**src/rtl/btn_event_ctrl.sv**
```systemverilog
// btn_event_ctrl: turns debounced button levels into SHORT/LONG/REPEAT events behind a one-entry valid/ready register.
// Define BTN_AUTOREPEAT_EN to build the HELD state and REPEAT events; otherwise a long press waits for release.
module btn_event_ctrl #(
  parameter int N_BTN        = 4,
  parameter int IDW          = 2,
  parameter int TW           = 11,
  parameter int LONG_TICKS   = 1000,
  parameter int REPEAT_TICKS = 200
) (
  input  logic             clk,
  input  logic             reset_n,
  input  logic             tick,
  input  logic [N_BTN-1:0] btn,
  output logic             evt_valid,
  input  logic             evt_ready,
  output logic [IDW-1:0]   evt_id,
  output logic [1:0]       evt_type,
  output logic             busy,
  output logic             overflow,
  input  logic             clr_overflow
);
  localparam logic [1:0] IDLE     = 2'd0;
  localparam logic [1:0] PRESSED  = 2'd1;
  localparam logic [1:0] HELD     = 2'd2;
  localparam logic [1:0] WAIT_REL = 2'd3;
  localparam logic [1:0] SHORT    = 2'b01;
  localparam logic [1:0] LONG     = 2'b10;
  localparam logic [1:0] REPEAT   = 2'b11;
  if (LONG_TICKS < 1 || LONG_TICKS >= 2**TW || REPEAT_TICKS < 1 || REPEAT_TICKS >= 2**TW) begin : g_bad_ticks
    $error("btn_event_ctrl: tick counts must fit in TW bits and be nonzero");
  end
  logic [1:0]       state, state_nx;
  logic [TW-1:0]    timer, timer_nx, timer_inc;
  logic [N_BTN-1:0] btn_q, rise;
  logic [IDW-1:0]   cur_id, low_id;
  logic             cur_btn, emit, load;
  logic [1:0]       emit_type;
  assign rise      = btn & ~btn_q;
  assign cur_btn   = btn[cur_id];
  assign timer_inc = timer + 1'b1;
  assign load      = emit && (!evt_valid || evt_ready);
  assign busy      = state != IDLE;
  // Descending scan so the lowest rising index wins.
  always_comb begin
    low_id = '0;
    for (int i = N_BTN - 1; i >= 0; i--)
      if (rise[i]) low_id = IDW'(i);
  end
  always_comb begin
    state_nx  = state;
    timer_nx  = timer;
    emit      = 1'b0;
    emit_type = SHORT;
    case (state)
      IDLE: if (|rise) begin
        state_nx = PRESSED;
        timer_nx = '0;
      end
      PRESSED: if (!cur_btn) begin
        emit     = 1'b1;
        state_nx = IDLE;
      end else if (tick) begin
        timer_nx = timer_inc;
        if (timer_inc == TW'(LONG_TICKS)) begin
          emit      = 1'b1;
          emit_type = LONG;
          timer_nx  = '0;
`ifdef BTN_AUTOREPEAT_EN
          state_nx  = HELD;
`else
          state_nx  = WAIT_REL;
`endif
        end
      end
`ifdef BTN_AUTOREPEAT_EN
      HELD: if (!cur_btn) state_nx = IDLE;
      else if (tick) begin
        timer_nx = timer_inc;
        if (timer_inc == TW'(REPEAT_TICKS)) begin
          emit      = 1'b1;
          emit_type = REPEAT;
          timer_nx  = '0;
        end
      end
`endif
      default: if (!cur_btn) state_nx = IDLE;
    endcase
  end
  // btn_q resets to ones so a button held through reset needs a fresh press.
  always_ff @(posedge clk or negedge reset_n) begin
    if (!reset_n) begin
      state     <= IDLE;
      timer     <= '0;
      btn_q     <= '1;
      cur_id    <= '0;
      evt_valid <= 1'b0;
      evt_id    <= '0;
      evt_type  <= 2'b00;
      overflow  <= 1'b0;
    end else begin
      btn_q <= btn;
      state <= state_nx;
      timer <= timer_nx;
      if (state == IDLE && |rise) cur_id <= low_id;
      if (load) begin
        evt_valid <= 1'b1;
        evt_id    <= cur_id;
        evt_type  <= emit_type;
      end else if (evt_ready) evt_valid <= 1'b0;
      if (emit && !load) overflow <= 1'b1;
      else if (clr_overflow) overflow <= 1'b0;
    end
  end
endmodule

```
**config.mk**
```make
export PLATFORM = sky130hd
export DESIGN_NAME = btn_event_ctrl
export DESIGN_NICKNAME = d
export VERILOG_FILES = /design/src/rtl/btn_event_ctrl.sv
export SDC_FILE = /design/constraint.sdc
export NUM_CORES = 1
export LEC_CHECK = 0
export CAP_MARGIN = 10
export CELL_PAD_IN_SITES_DETAIL_PLACEMENT = 2
export CELL_PAD_IN_SITES_GLOBAL_PLACEMENT = 2
export CORE_MARGIN = 1.5
export CORE_UTILIZATION = 37
export DETAILED_ROUTE_END_ITERATION = 8
export PLACE_DENSITY = 0.91
export SETUP_SLACK_MARGIN = 0.2
export SLEW_MARGIN = 15
export SYNTH_ARGS = -nofsm -noshare
export SYNTH_HDL_FRONTEND = slang
export SYNTH_SLANG_ARGS = --single-unit
```
**constraint.sdc**
```tcl
create_clock -name clk -period 4.86 [get_ports clk]
set_input_delay 1.215 -clock clk [delete_from_list [all_inputs] [get_ports clk]]
set_output_delay 1.215 -clock clk [all_outputs]
set_load 0.05 [all_outputs]
```
==> results of run 1 <==
area by class of cell:
type                       count  area [um^2]
multi-input combinational    108          697
sequential                    25          631
clock buffer                   4         45.0
tap                           48         60.1
inverter                       5         18.8
fill                         410         2020
timing repair buffer          16          158
flip-flops by register name, indices dropped and copies added, names as in the netlist:
signal / cells
state: 2
overflow: 1
timer: 11
btn_q: 4
evt_id: 2
evt_type: 2
evt_valid: 1
cur_id: 2
stage by stage:
| step | total power, mW | hold slack (ps) |
|---|---|---|
| after floorplan | 0.500 | 461 |
| after global placement | 0.574 | 490 |
| after detailed placement | 0.593 | 494 |
| after CTS | 0.725 | 516 |
| after global routing | 0.762 | 528 |
| final | 0.717 | 512 |
worst min-delay path by stage:
stage / from / end / slack, ps / depth (start not counted)
2_1_floorplan: timer[10] / timer[10] / 460 / 1
3_3_place_gp: evt_id[0] / evt_id[0] / 490 / 1
3_5_place_dp: evt_type[1] / evt_type[1] / 490 / 1
4_1_cts: timer[10] / timer[10] / 520 / 1
5_1_grt: timer[10] / timer[10] / 530 / 1
6_report: timer[10] / timer[10] / 510 / 1
Yosys cell counts (all sizes together) (2+ instances only):
master,n,area share
o31ai,4,0.022
nor2,11,0.030
a22o,3,0.019
o32ai,2,0.013
inv,5,0.014
o21ai,14,0.051
a22oi,3,0.020
and2,2,0.0091
nand2b,5,0.023
nor2b,6,0.027
a211oi,2,0.011
nor3,3,0.015
dfstp,4,0.076
xor2,2,0.013
nand4,6,0.027
buf,4,0.019
a31oi,2,0.0091
clkbuf,2,0.0054
nand3,7,0.029
and3,3,0.017
a31o,5,0.032
dfrtp,21,0.38
nand2,14,0.038
cell families after synthesis:
kind of cell             count (synthesis)  synth area share
AO/OA/AOI/OAI                           39             0.203
multiplexers                             1            0.0163
XOR/XNOR                                 3            0.0190
adder cells (fa/ha/maj)                  1           0.00906
AND/OR/NAND/NOR                         64             0.257
flip-flops                              25             0.457
buffers and inverters                   11            0.0381
metal layers:
metal,routed length (um),share of wire,global-route usage
met1,1670,0.43,0.251
met2,2050,0.53,0.389
met3,71,0.018,0.0264
met4,53,0.014,0.0652
met5,0,0,0
critical path, cell delays in order (launching register included):
cell             delay [ps]
dfrtp_1                 440
nor2_1                  270
inv_1                    70
clkdlybuf4s50_1         700
where the power goes:
group / switching [mW] / leakage, nW / internal, mW
Clock: 0.0708 / 0.0228 / 0.0590
Combinational: 0.193 / 0.308 / 0.106
Sequential: 0.0419 / 0.319 / 0.246
==> reports/results.tsv, run 1 <==
metric	value	unit
status	complete, no violations	
async_reset_ff_frac	1.00	
grtUsageTotal	0.211	
slew_headroom	0.462	
grt_pass1_wl	6700	um
cts.reportedPaths.clkPinSlew	90	ps
cts.path.max_buffers	2	
wl_per_cell	18.7	um
min_period	2990	ps
setup.worst_path.class	reg2out	
worst_slew_pin_slew	798	ps
drtIter0Drc	20	
synth_area_per_cell	9.58	um^2
boundaryPins	16	
grt_pass1_vias	1410	
power.density	445	mW/mm^2
final_cell_mix	dfrtp_1, clkdlybuf4s50_1, nand2_1	
slew_viol_final	0	
synth-seq-area-share	0.457	
antenna_found_initial	0	
nNetsFinal	169	
reg2reg_to	timer[1]	
required	3640	ps
cts-htree-levels	1	
grt_max_degree	15	
crit_path_max_fanout	5	
postCtsHoldBufs	0	
start_util	0.380	
setup_viol	0	
portBuffers	15	
final_cells	206	
maxCapViolCount	0	
viasPerCell	5.84	
placed_area	0.00156	mm^2
synth_nets	154	
routed_wl	3850	um
syn_area	0.00138	mm^2
antenna_left	0	
p_leak	0.650	nW
startpoint_type	register	
grt_setup_unrepaired	no	
endpoint_kind	output pin	
root_buffer	clkbuf_8	
clkLatencyLatePin	280	ps
synth_cell_type_count	44	
synth_cells	144	
finalSetupTns	0	ps
cts_tree	done	
hold_class	reg2reg	
fin_area	0.00161	mm^2
first_pass_iters	4	
dp_slack	1630	ps
reg2reg_slack	2440	ps
final_util	0.443	
diodes	0	
syn2layout_area_growth	16.6	%
period_share	0.614	
dieArea	0.00411	mm^2
vdd_ir_drop_max	0.230	mV
numCtsBuffers	3	
ys_warn_count	0	
route.detailed.drc	0	
layout_commonest_cell	dfrtp_1	
vias	1204	
synth_ff_type	dfrtp_1	
dp_hpwl	2880	um
overflow	0	
routabilityCongestion	0.782	
endpoint	busy	
setup_slack	1870	ps
fp.dieW	64.1	um
core-area	0.00363	mm^2
ys_seq_elements	25	
regToRegStartpoint	timer[0]	
critPathArrivalTime	1770	ps
max_freq	0.335	GHz
cts_setup_buffers	0	
final_hold_viol_count	0	
die-height	64.1	um
crit_path_start	state[0]	
drive_above_1_share	0.108	
synth_edf_count	0	
clock-sinks	25	
cts_resized	0	
finClkSkew	5.66	ps
dp_cells	202	
rows	22	
r2r_cells	6	
No activity file was read; power rests on OpenSTA's default activity.
==> inputs of run 2 (changes only) <==
- CORE_UTILIZATION: 37 -> 34
- PLACE_DENSITY: 0.91 -> 0.85
- clock period: 4.86 -> 2.75 ns (I/O delays scaled with it)
==> run 2 against run 1 <==
Compared with the run above: sequential power grew 74%; cell area rose by 0.93%; routed wire length down 2.4%; critical path depth did not move; final cell count increased by 0.97%; first-iteration DRC count up 45%; utilization decreased by 1.2 points; worst setup slack got worse by 1500 ps; sequential share of layout area shrank 0.36 points; total power is 76% higher.
==> reports/results.tsv, run 2 (same netlist as run 1, synthesis figures left out) <==
metric	value	unit	change
final_hold_viol_count	0		unchanged
slew_headroom	0.565		+0.103
start_util	0.366		-0.0139
required	2060	ps	-1580 ps
cts_setup_buffers	0		unchanged
clkLatencyLatePin	270	ps	about the same
overflow	0		unchanged
drive_above_1_share	0.119		+0.0112
startpoint_type	register		
antenna_found_initial	0		unchanged
setup.worst_path.class	reg2out		
grt_setup_unrepaired	no		
antenna_left	0		unchanged
top_regs	timer (11), btn_q (4)		
dp_slack	63.8	ps	-1570 ps
period_share	0.881		
postCtsHoldBufs	0		unchanged
crit_path_max_fanout	5		unchanged
endpoint_kind	output pin		
vias	1201		-0.25%
fp.dieW	66.7	um	+4.1%
rows	22		unchanged
grt_pass1_wl	6530	um	-2.5%
cts_resized	0		unchanged
core-area	0.00377	mm^2	+3.8%
drtIter0Drc	29		+45%
numCtsBuffers	3		unchanged
cts-htree-levels	1		unchanged
finalPower	1.26	mW	+76%
syn2layout_area_growth	17.7	%	
setup_slack	326	ps	-1550 ps
top_usage_layer	met2		
p_leak	0.660	nW	+1.5%
slew_viol_final	0		unchanged
status	complete, no violations		
final_cell_mix	dfrtp_1, clkdlybuf4s50_1, nand2_1		
diodes	0		unchanged
boundaryPins	16		unchanged
grtUsageMet1	0.216		-0.0352
grtUsageTotal	0.196		-0.0150
worst_slew_pin_slew	651	ps	-147 ps
maxCapViolCount	0		unchanged
layout_commonest_cell	dfrtp_1		
max_freq	0.413	GHz	
clock-sinks	25		unchanged
route.detailed.drc	0		unchanged
routed_wl	3750	um	-2.4%
nNetsFinal	171		+1.2%
cts.path.max_buffers	2		unchanged
wl_per_cell	18.0	um	-3.3%
cts_tree	done		
grt_use_met2	0.379		-0.0106
power.density	775	mW/mm^2	+74%
grt_pass1_vias	1370		-2.8%
vdd_ir_drop_max	0.474	mV	+110%
grt_max_degree	26		+11
finClkSkew	2.85	ps	-2.81 ps
timing.hold.ws	513	ps	+1.01 ps
use_met3	0.0321		+0.00569
setup_viol	0		unchanged
final_util	0.431		-0.0122
dp_hpwl	2850	um	-1.3%
largest-register	timer		
viasPerCell	5.77		-1.2%
routabilityCongestion	0.825		+5.4%
hold_class	reg2reg		
die-height	66.7	um	+4.1%
largest_register_ff_count	11		unchanged
first_pass_iters	4		unchanged
critPathArrivalTime	1740	ps	-30 ps
dieArea	0.00445	mm^2	+8.4%
root_buffer	clkbuf_8		
min_period	2420	ps	
cts.reportedPaths.clkPinSlew	90	ps	about the same
portBuffers	15		unchanged
finalSetupTns	0	ps	unchanged
-- run 2: cell count changes in the layout (fill, tap and decap cells not counted) --
cell   previous run  this run
buf_4             1         3
-- run 2: power by group --
| part | leakage (nW) | switching, mW | total (mW) | internal (mW) |
|---|---|---|---|---|
| registers | 0.319 | 0.0646 | 0.500 | 0.435 |
| clock network | 0.0228 | 0.116 | 0.220 | 0.104 |
| logic | 0.318 | 0.346 | 0.539 | 0.193 |
| total | 0.660 | 0.527 | 1.26 | 0.732 |
-- run 2: metal layers --
metal | part of all wire | routed length [um]
met5 | 0 | 0
met4 | 0.011 | 42
met3 | 0.022 | 84
met2 | 0.55 | 2070
met1 | 0.41 | 1560
-- run 2: stage by stage --
step                std cells  cell area (um^2)
finish                    208              1620
floorplan                 144              1380
detailed placement        204              1580
CTS                       208              1620
global placement          204              1580
global route              208              1620
-- run 2: critical path, stage by stage (launching register included) --
cell             delay [ps]
dfrtp_1                 420
nor2_1                  270
inv_1                    70
clkdlybuf4s50_1         700
-- run 2: path summary, 6_finish.rpt --
check | from | to | slack (ps) | cells past startpoint
worst max-delay path | state[0] | busy | 330 | 3
worst max register to register | timer[0] | evt_id[1] | 420 | 6
worst min register to register | evt_id[0] | evt_id[0] | 510 | 1
max in group asynchronous | reset_n | btn_q[3] | 1670 | 2
min in group asynchronous | reset_n | timer[7] | 780 | 2
worst min-delay path | evt_id[0] | evt_id[0] | 510 | 1
-- run 2: layout make-up --
| cell class | count | area, um^2 |
|---|---|---|
| Timing Repair Buffer | 18 | 173 |
| Multi-Input combinational cell | 108 | 697 |
| Fill cell | 392 | 2150 |
| Sequential cell | 25 | 631 |
| Inverter | 5 | 18.8 |
| Clock buffer | 4 | 45.0 |
| Tap cell | 48 | 60.1 |
==> inputs of run 3 (changes only) <==
- ABC_AREA: not set -> 1
- CORE_UTILIZATION: 34 -> 32
- PLACE_DENSITY: 0.85 -> 0.86
==> run 3 against run 2 <==
Compared with the run above: global-route usage shrank 1.5 points; critical path depth grew 9; synthesized cell count grew 35%; utilization shrank 3.5 points; register-to-register slack gained 270 ps; synthesized area grew 5.8%; worst setup slack gained 85 ps; first-iteration DRC count grew 28%; die area grew 12%; flip-flop and latch count is the same; clock power grew 10%; total power grew 9.3%.
==> reports/results.tsv, run 3 <==
metric	value	unit	change
slew_viol_final	0		unchanged
die-height	70.6	um	+5.8%
syn_area	0.00146	mm^2	+5.8%
r2r_cells	12		+6
numCtsBuffers	3		unchanged
grt_max_degree	26		unchanged
synth-compound-area-share	0.0857		-0.117
nNetsFinal	226		+32%
synthTopCellsByArea	dfrtp_1, nand2_1, dfstp_2		
setup.worst_path.class	in2reg		
synth_ff_type	dfrtp_1		
period_share	0.851		-0.0308
cts_resized	0		unchanged
timing.hold.ws	486	ps	-26.8 ps
overflow	0		unchanged
fp.dieW	70.6	um	+5.8%
clkLatencyLatePin	280	ps	about the same
synth_top_family_by_area	simple AND/OR/NAND/NOR gates		
synth_nets	205		+33%
critPathArrivalTime	2510	ps	+770 ps
routabilityCongestion	0.790		-4.2%
wl_per_cell	15.7	um	-13%
finalPower	1.38	mW	+9.3%
boundaryPins	16		unchanged
grt_pass1_wl	7200	um	+10%
finClkSkew	4.19	ps	+1.35 ps
synth_area_per_cell	7.49	um^2	-22%
maxCapViolCount	0		unchanged
grtUsageTotal	0.181		-0.0150
ys_seq_elements	25		unchanged
worst_slew_pin_slew	502	ps	-149 ps
grt_setup_unrepaired	no		
synthTopCellsByCount	nand2_1, inv_1, dfrtp_1, nand3_1, nor2_1		
hold_depth	2		+1
postCtsHoldBufs	0		unchanged
endpoint_kind	register		
max_freq	0.427	GHz	+3.6%
core-area	0.00438	mm^2	+16%
synth_mux_area_frac	0		-0.0163
diodes	0		unchanged
cts.path.max_buffers	2		unchanged
power.density	793	mW/mm^2	+2.3%
drtIter0Drc	37		+28%
dieArea	0.00498	mm^2	+12%
layout_commonest_cell	nand2_1		
first_pass_iters	5		+1
vdd_ir_drop_max	0.305	mV	-36%
required	2920	ps	+860 ps
dp_hpwl	3190	um	+12%
min_period	2340	ps	-84.7 ps
finalSetupTns	0	ps	unchanged
start_util	0.333		-0.0329
cts_setup_buffers	0		unchanged
async_reset_ff_frac	1.00		unchanged
root_buffer	clkbuf_8		
placed_area	0.00168	mm^2	+6.6%
viasPerCell	5.03		-13%
grt_pass1_vias	1461		+6.6%
synth_top_area_share	0.360		-0.0209
hold_class	reg2reg		
synth_cell_type_count	24		-45%
rows	24		+9.1%
drive_above_1_share	0.144		+0.0254
antenna_left	0		unchanged
ys_warn_count	0		unchanged
status	complete, no violations		
crit_path_max_fanout	10		+5
final_cell_mix	nand2_1, inv_1, dfrtp_1		
startpoint_type	input port		
synth_edf_count	0		unchanged
portBuffers	15		unchanged
synth_cells	195		+35%
final_hold_viol_count	0		unchanged
cts-htree-levels	1		unchanged
routed_wl	4200	um	+12%
setup_viol	0		unchanged
antenna_found_initial	0		unchanged
cts_tree	done		
largest-register	timer		
largest_register_ff_count	11		unchanged
top_regs	timer (11), btn_q (4)		
syn2layout_area_growth	18.8	%	
synth_top_area_cell	dfrtp_1		
synthXorXnorAreaFrac	0		-0.0190
vias	1343		+12%
p_leak	0.782	nW	+18%
slew_headroom	0.664		+0.0990
clock-sinks	25		unchanged
synthSimpleGateAreaFrac	0.397		+0.139
synth_most_common_cell	nand2_1		
cts.reportedPaths.clkPinSlew	100	ps	about the same
route.detailed.drc	0		unchanged
fin_area	0.00173	mm^2	+6.8%
synth_fa_ha_area_frac	0.00857		-0.000497
synth-seq-area-share	0.432		-0.0251
run 3: area by class of cell:
| cell class | count | area [um^2] |
|---|---|---|
| multi-input cells | 140 | 717 |
| inverters | 30 | 113 |
| well taps | 52 | 65.1 |
| fillers | 519 | 2650 |
| flip-flops and latches | 25 | 631 |
| clock inverters | 1 | 7.51 |
| repair buffers | 16 | 160 |
| clock buffers | 3 | 41.3 |
run 3: logic make-up (layout without fill, tap and decap cells):
group / count (synthesis) / count (layout)
flip-flops: 25 / 25
adder cells (fa/ha/maj): 1 / 1
AND/OR/NAND/NOR: 116 / 116
buffers and inverters: 30 / 50
AO/OA/AOI/OAI: 23 / 23
run 3: path summary, 6_finish.rpt:
kind	start	endpoint	slack (ps)
max in group asynchronous	reset_n	btn_q[1]	1680
worst max-delay path	btn[0]	timer[0]	410
worst min-delay path	evt_type[0]	evt_type[0]	490
worst max register to register	timer[0]	evt_id[0]	690
worst min register to register	evt_type[0]	evt_type[0]	490
min in group asynchronous	reset_n	timer[5]	770
run 3: per-stage QoR:
stage          utilization  cells  worst slack, ps
5_1_grt              0.396    267              225
4_1_cts              0.395    267              208
6_report             0.396    267              411
2_1_floorplan            -    195              970
3_5_place_dp         0.384    263              139
3_3_place_gp         0.384    263              265
run 3: critical path: stages:
cell	delay [ps]
clkdlybuf4s50_1	470
inv_1	60
o21ai_0	190
nand2_1	140
inv_2	130
nand2_1	150
nor2_4	210
inv_2	90
nand2_2	180
inv_1	80
nand2_1	70
o21ai_1	60
run 3: layer usage:
layer / track usage / vias to the layer above / part of all wire
met2: 0.303 / 14 / 0.48
met1: 0.255 / 661 / 0.49
met4: 0.0440 / 0 / 0.010
met5: 0 / - / 0
li1: - / 664 / -
met3: 0.0171 / 4 / 0.017
run 3: where the power goes:
| group | switching [mW] | internal [mW] | total, mW |
|---|---|---|---|
| Clock | 0.139 | 0.103 | 0.243 |
| Sequential | 0.0606 | 0.440 | 0.500 |
| Combinational | 0.441 | 0.192 | 0.633 |
| Total | 0.640 | 0.735 | 1.38 |
